### src/rtl/d1_predecode_queue.sv
// d1_predecode_queue: 4-entry fetch-to-decode FIFO that predecodes format,
// uop count and legality as each instruction is written.
module d1_predecode_queue (
   input  logic        clk,
   input  logic        rst,
   input  logic        flush,
   input  logic        f_valid,
   output logic        f_ready,
   input  logic [31:0] f_pc,
   input  logic [31:0] f_instr,
   input  logic        f_exception,
   output logic        d2_valid,
   input  logic        d2_ready,
   output logic [31:0] pc_out,
   output logic [31:0] instruction_out,
   output logic [4:0]  opcode_format,
   output logic [1:0]  uop_count,
   output logic        exception_out,
   output logic [2:0]  occupancy
);
   logic [31:0] r_pc    [4];
   logic [31:0] r_instr [4];
   logic [4:0]  r_fmt   [4];
   logic [1:0]  r_uop   [4];
   logic        r_exc   [4];
   logic        r_ill   [4];
   logic [1:0]  r_wr, r_rd;
   logic [2:0]  r_count;
   logic        w_push, w_pop, w_legal;
   logic [4:0]  w_fmt;
   logic [1:0]  w_uop;

   assign f_ready   = r_count != 3'd4;
   assign d2_valid  = r_count != 3'd0;
   assign occupancy = r_count;
   assign w_push    = f_valid && f_ready && !flush;
   assign w_pop     = d2_valid && d2_ready && !flush;

   assign w_fmt   = f_instr[6:2];
   assign w_legal = f_instr[1:0] == 2'b11 && (w_fmt inside {5'b00000, 5'b00011, 5'b00100, 5'b00101,
                                                            5'b01000, 5'b01011, 5'b01100, 5'b01101,
                                                            5'b11000, 5'b11001, 5'b11011, 5'b11100});
   assign w_uop   = !w_legal ? 2'd1 :
                    w_fmt == 5'b01011 ? 2'd3 :
                    (w_fmt == 5'b11011 || w_fmt == 5'b11001) ? 2'd2 : 2'd1;

   always_ff @(posedge clk or negedge rst) begin
      if (!rst) begin
         r_wr    <= 2'd0;
         r_rd    <= 2'd0;
         r_count <= 3'd0;
      end else if (flush) begin
         r_wr    <= 2'd0;
         r_rd    <= 2'd0;
         r_count <= 3'd0;
      end else begin
         if (w_push) r_wr <= r_wr + 2'd1;
         if (w_pop) r_rd <= r_rd + 2'd1;
         r_count <= r_count + {2'b00, w_push} - {2'b00, w_pop};
      end
   end

   // payload is never reset; r_count alone decides what is visible
   always_ff @(posedge clk) begin
      if (w_push) begin
         r_pc[r_wr]    <= f_pc;
         r_instr[r_wr] <= f_instr;
         r_fmt[r_wr]   <= w_fmt;
         r_uop[r_wr]   <= w_uop;
         r_exc[r_wr]   <= f_exception;
         r_ill[r_wr]   <= !w_legal;
      end
   end

   assign pc_out          = d2_valid ? r_pc[r_rd] : 32'd0;
   assign instruction_out = d2_valid ? r_instr[r_rd] : 32'd0;
   assign opcode_format   = d2_valid ? r_fmt[r_rd] : 5'd0;
   assign uop_count       = d2_valid ? r_uop[r_rd] : 2'd0;
   assign exception_out   = d2_valid && (r_exc[r_rd] || r_ill[r_rd]);
endmodule

### config.mk
export PLATFORM = sky130hd
export DESIGN_NAME = d1_predecode_queue
export DESIGN_NICKNAME = d
export VERILOG_FILES = /design/src/rtl/d1_predecode_queue.sv
export SDC_FILE = /design/constraint.sdc
export NUM_CORES = 1
export LEC_CHECK = 0
export ABC_AREA = 1
export CELL_PAD_IN_SITES_DETAIL_PLACEMENT = 0
export CELL_PAD_IN_SITES_GLOBAL_PLACEMENT = 1
export CORE_MARGIN = 2
export CORE_UTILIZATION = 46
export DETAILED_ROUTE_END_ITERATION = 6
export DONT_BUFFER_PORTS = 1
export PLACE_DENSITY = 0.82
export SLEW_MARGIN = 25
export SYNTH_ARGS = -nofsm -noshare
export SYNTH_HDL_FRONTEND = slang
export SYNTH_SLANG_ARGS = --single-unit
### constraint.sdc
create_clock -name clk -period 3.8 [get_ports clk]
set_input_delay 0.76 -clock clk [delete_from_list [all_inputs] [get_ports clk]]
set_output_delay 0.76 -clock clk [all_outputs]
set_load 0.01 [all_outputs]
==> results.txt <==
The cell type with the highest aggregate area in the netlist is sky130_fd_sc_hd__edfxtp_1. In this run the most critical hold path is launched from flush. In the synthesized netlist the async set-or-reset flop fraction comes to 0.02509.

In the synthesized netlist the dominant register cell turns out to be sky130_fd_sc_hd__edfxtp_1. The aggregate global routing overflow is 0. The path with the worst hold slack has its endpoint at occupancy[1]. The switching component of the power is 2555 uW. The clock slew seen by the registers of the worst setup and hold paths is 0.06 ns. The initial antenna violation count is 0.

Data arrives at the worst endpoint at 2.58 ns. The analysis attributes to cell leakage a power of 0.004119 uW. The synthesis-stage register bit count is 279. The run finished with clean final reports.

The cell depth of the worst min-delay path is 1. The number of sinks driven by the clock tree is 279. The remaining routing DRC violations came out at 0. The chip width is 159.2 um.

The remaining max-slew budget at the tightest pin came out at 0.4080. STA classifies the critical path startpoint as a flip-flop. The reg2reg setup slack came out at 1.25 ns. The total count of hold-check failures in the final report is 0. The worst-case reg-to-reg path depth came out at 10.

The worst setup path is of the reg2out kind. The overall power consumption is 8233 uW. The routed wire length per instance came out at 18.32 um.

The worst register-to-register path begins at occupancy[1]. The post-synthesis area per instance came out at 12.64 um^2. At the end of routability-driven placement, the weighted congestion stood at 0.7359. The share of total power in the clock network came out at 0.333. The worst hold path belongs to the class in2reg.

The internal power component is 5678 uW. The number of distinct library cell variants in the gate-level netlist after synthesis is 24. Synthesis handed over a netlist of 877 instances. The die outline height is 159.2 um.

The area share of the leading cell type in the synthesized netlist came out at 0.7369. The net count of the finished layout is 944. The CTS tree is yes.

Along the worst path, the maximum fanout reaches 80. Detailed routing inserted a total of 6390 vias. The share of total power dissipated in combinational logic is 0.219. The number of warning messages in the yosys log came out at 0.

The global router's overall resource usage is 0.1722. Once detail routing completed, the nets flagged for antenna violations numbered 0. The repair_antennas step left the layout with diodes totalling 0. The peak supply drop is 0.4442 mV. The tree is rooted in a sky130_fd_sc_hd__clkbuf_16. The total nets after synthesis came out at 954. The die footprint is 25350 um^2.

147 I/O pins were placed. The placed wire-length estimate is 12050 um. The part of the power in registers came out at 0.447. The maximum root-to-sink buffer count came out at 3.

The clock buffer count from CTS came out at 29. The clock latency reported for the late side of the worst-skew pair came out at 0.54 ns. The number of maximum-capacitance violations came out at 0. Yosys instantiated no cell more often than sky130_fd_sc_hd__nor2_1. The first-pass iteration count of the detailed router came out at 5.

Entering global routing, the biggest net connects 89 pins. The number of global-route vias before repair came out at 6302. Setup repair after global routing left no endpoint under its margin. For this configuration, the core starts out at a cell density of 0.4708. Compared with the post-synthesis result, the final layout area differs by 11.24%. Yosys mapped a number of flops with a built-in enable equal to 272. Counting instances in the post-synthesis netlist gives the leading cell types as sky130_fd_sc_hd__nor2_1 (280), sky130_fd_sc_hd__edfxtp_1 (272), sky130_fd_sc_hd__o21ai_0 (87). The fraction of the yosys area taken by sequential cells is 0.7527. After the first detailed-routing iteration, the DRC count stood at 329. Using the TritonRoute via totals, the vias-per-cell ratio works out to 5.290. Clock skew on the completed layout was measured at 0.01534 ns. The core box area is 23540 um^2.

The number of fill cells in the layout is 1964. The timing-limited maximum frequency came out at 299.3 MHz. The first global-routing pass estimated 34360 um of wire. The capturing point of the worst reg2reg path is occupancy[2]. The ratio of final minimum period to clock period came out at 0.8792. The power density over the cells came out at 667.7 nW/um^2. The netlist area before placement is 11080 um^2.

Sorting the synthesized cells by area gives the leading types as sky130_fd_sc_hd__edfxtp_1 (74%), sky130_fd_sc_hd__nor2_1 (9.5%), sky130_fd_sc_hd__o21ai_0 (3.9%), sky130_fd_sc_hd__a21oi_1 (3.0%), sky130_fd_sc_hd__o21ai_1 (2.3%). The post-route minimum period came out at 3.341 ns. Of the total power, the share spent switching nets is 0.3103.

CTS built an H-tree with a depth of 1. The worst setup path is captured at a primary output. The count of buffers added on input and output ports is 0. The required time at the endpoint of the critical path came out at 3.04 ns.

Wires add up to 22130 um. The total negative slack came out at 0 ns. The pin slew with the least headroom to its limit is 0.8880 ns. The final max-slew violation count came out at 0. The share of post-route cells with drive strength above 1 is 0.06974. The total of endpoints with negative setup slack in the final report came out at 0.

The site row count came out at 56.
[cell families (layout without fill, tap and decap cells)]
family / Yosys count / after routing / synth area share
and+or+nand+nor: 307 / 307 / 0.1058
DFF: 279 / 279 / 0.7527
adders and majority gates: 7 / 7 / 0.008579
AOI/OAI and AO/OA: 205 / 205 / 0.09279
xor gates and xnor gates: 3 / 3 / 0.002371
buffers and inverters: 76 / 88 / 0.03781
[critical path, stage by stage (launching register included)]
cell and delay [ns]:
sky130_fd_sc_hd__dfrtp_4 0.85, sky130_fd_sc_hd__buf_12 0.39, sky130_fd_sc_hd__nor2_1 0.09, sky130_fd_sc_hd__nor2_1 0.08, sky130_fd_sc_hd__o21ai_0 0.09, sky130_fd_sc_hd__a21oi_1 0.47
[timing repair]
action	4_1_cts	5_1_grt
hold buffers	1	0
buffers inserted	0	0
resized for setup	0	0
hold endpoints to repair	7	0
[sequential cells by signal, summed over array words and instances (netlist names)]
register / count
occupancy: 3
r_wr: 2
r_exc: 4
r_pc: 128
r_ill: 4
r_rd: 2
r_fmt: 16
r_uop: 8
r_instr: 112
[cell type report]
| class | instances | area (um^2) | area share |
|---|---|---|---|
| sequential | 279 | 8348 | 0.6770 |
| clock inverter | 17 | 186.4 | 0.01512 |
| clock buffer | 36 | 752.0 | 0.06098 |
| timing repair buffer | 15 | 215.2 | 0.01745 |
| multi-input combinational | 522 | 2352 | 0.1908 |
| inverter | 20 | 77.57 | 0.006291 |
| tap | 319 | 399.1 | 0.03237 |
[cells in the final DEF, fill, tap and decap left out, types with 2 or more instances in the layout]
| cell type | instances |
|---|---|
| sky130_fd_sc_hd__nor2_1 | 276 |
| sky130_fd_sc_hd__edfxtp_1 | 272 |
| sky130_fd_sc_hd__o21ai_0 | 87 |
| sky130_fd_sc_hd__a21oi_1 | 67 |
| sky130_fd_sc_hd__o21ai_1 | 50 |
| sky130_fd_sc_hd__clkbuf_16 | 29 |
| sky130_fd_sc_hd__inv_1 | 17 |
| sky130_fd_sc_hd__nand2_1 | 15 |
| sky130_fd_sc_hd__nand3_1 | 8 |
| sky130_fd_sc_hd__buf_12 | 8 |
| sky130_fd_sc_hd__clkbuf_1 | 7 |
| sky130_fd_sc_hd__clkinv_1 | 7 |
| sky130_fd_sc_hd__ha_1 | 6 |
| sky130_fd_sc_hd__buf_4 | 6 |
| sky130_fd_sc_hd__dfrtp_1 | 5 |
| sky130_fd_sc_hd__nor2_4 | 4 |
| sky130_fd_sc_hd__bufinv_16 | 4 |
| sky130_fd_sc_hd__clkinv_2 | 3 |
| sky130_fd_sc_hd__inv_2 | 2 |
| sky130_fd_sc_hd__nor3_1 | 2 |
| sky130_fd_sc_hd__xor2_1 | 2 |
| sky130_fd_sc_hd__inv_6 | 2 |
[how the worst max path moves through the flow]
stage | start | endpoint | slack, ns | depth (start not counted)
final | r_rd[0] | opcode_format[1] | 0.46 | 5
after detailed placement | r_rd[0] | opcode_format[0] | 1.02 | 5
after floorplan | flush | r_exc[0] | -0.64 | 3
after global placement | r_rd[0] | opcode_format[2] | 1.02 | 5
after global routing | r_rd[0] | opcode_format[1] | 0.26 | 5
after CTS | r_rd[0] | instruction_out[4] | 0.42 | 5
[metrics by stage]
stage	cells	setup slack (ns)	utilization	instance area (um^2)	hold WS, ns
2_1_floorplan	877	-0.6402	-	11080	0.4644
3_3_place_gp	1154	1.021	0.4835	11380	0.4646
3_5_place_dp	1154	1.016	0.4835	11380	0.4646
4_1_cts	1208	0.4224	0.5238	12330	0.2578
5_1_grt	1208	0.2650	0.5238	12330	0.2620
6_report	1208	0.4589	0.5238	12330	0.2824
[metal layers]
layer / track usage / share of wire
met4: 0.04050 / 0.016
met3: 0.07085 / 0.089
met1: 0.1953 / 0.40
met5: 0 / 0
met2: 0.3043 / 0.50
[power by group through the flow]
stage,registers [uW],logic [uW],clock network (uW)
after floorplan,3680,1490,0
after global placement,3740,1810,0
after detailed placement,3750,1840,0
after CTS,3680,1850,2800
after global routing,3700,2020,2920
final,3680,1810,2750
No activity file was read; power rests on OpenSTA's default activity.
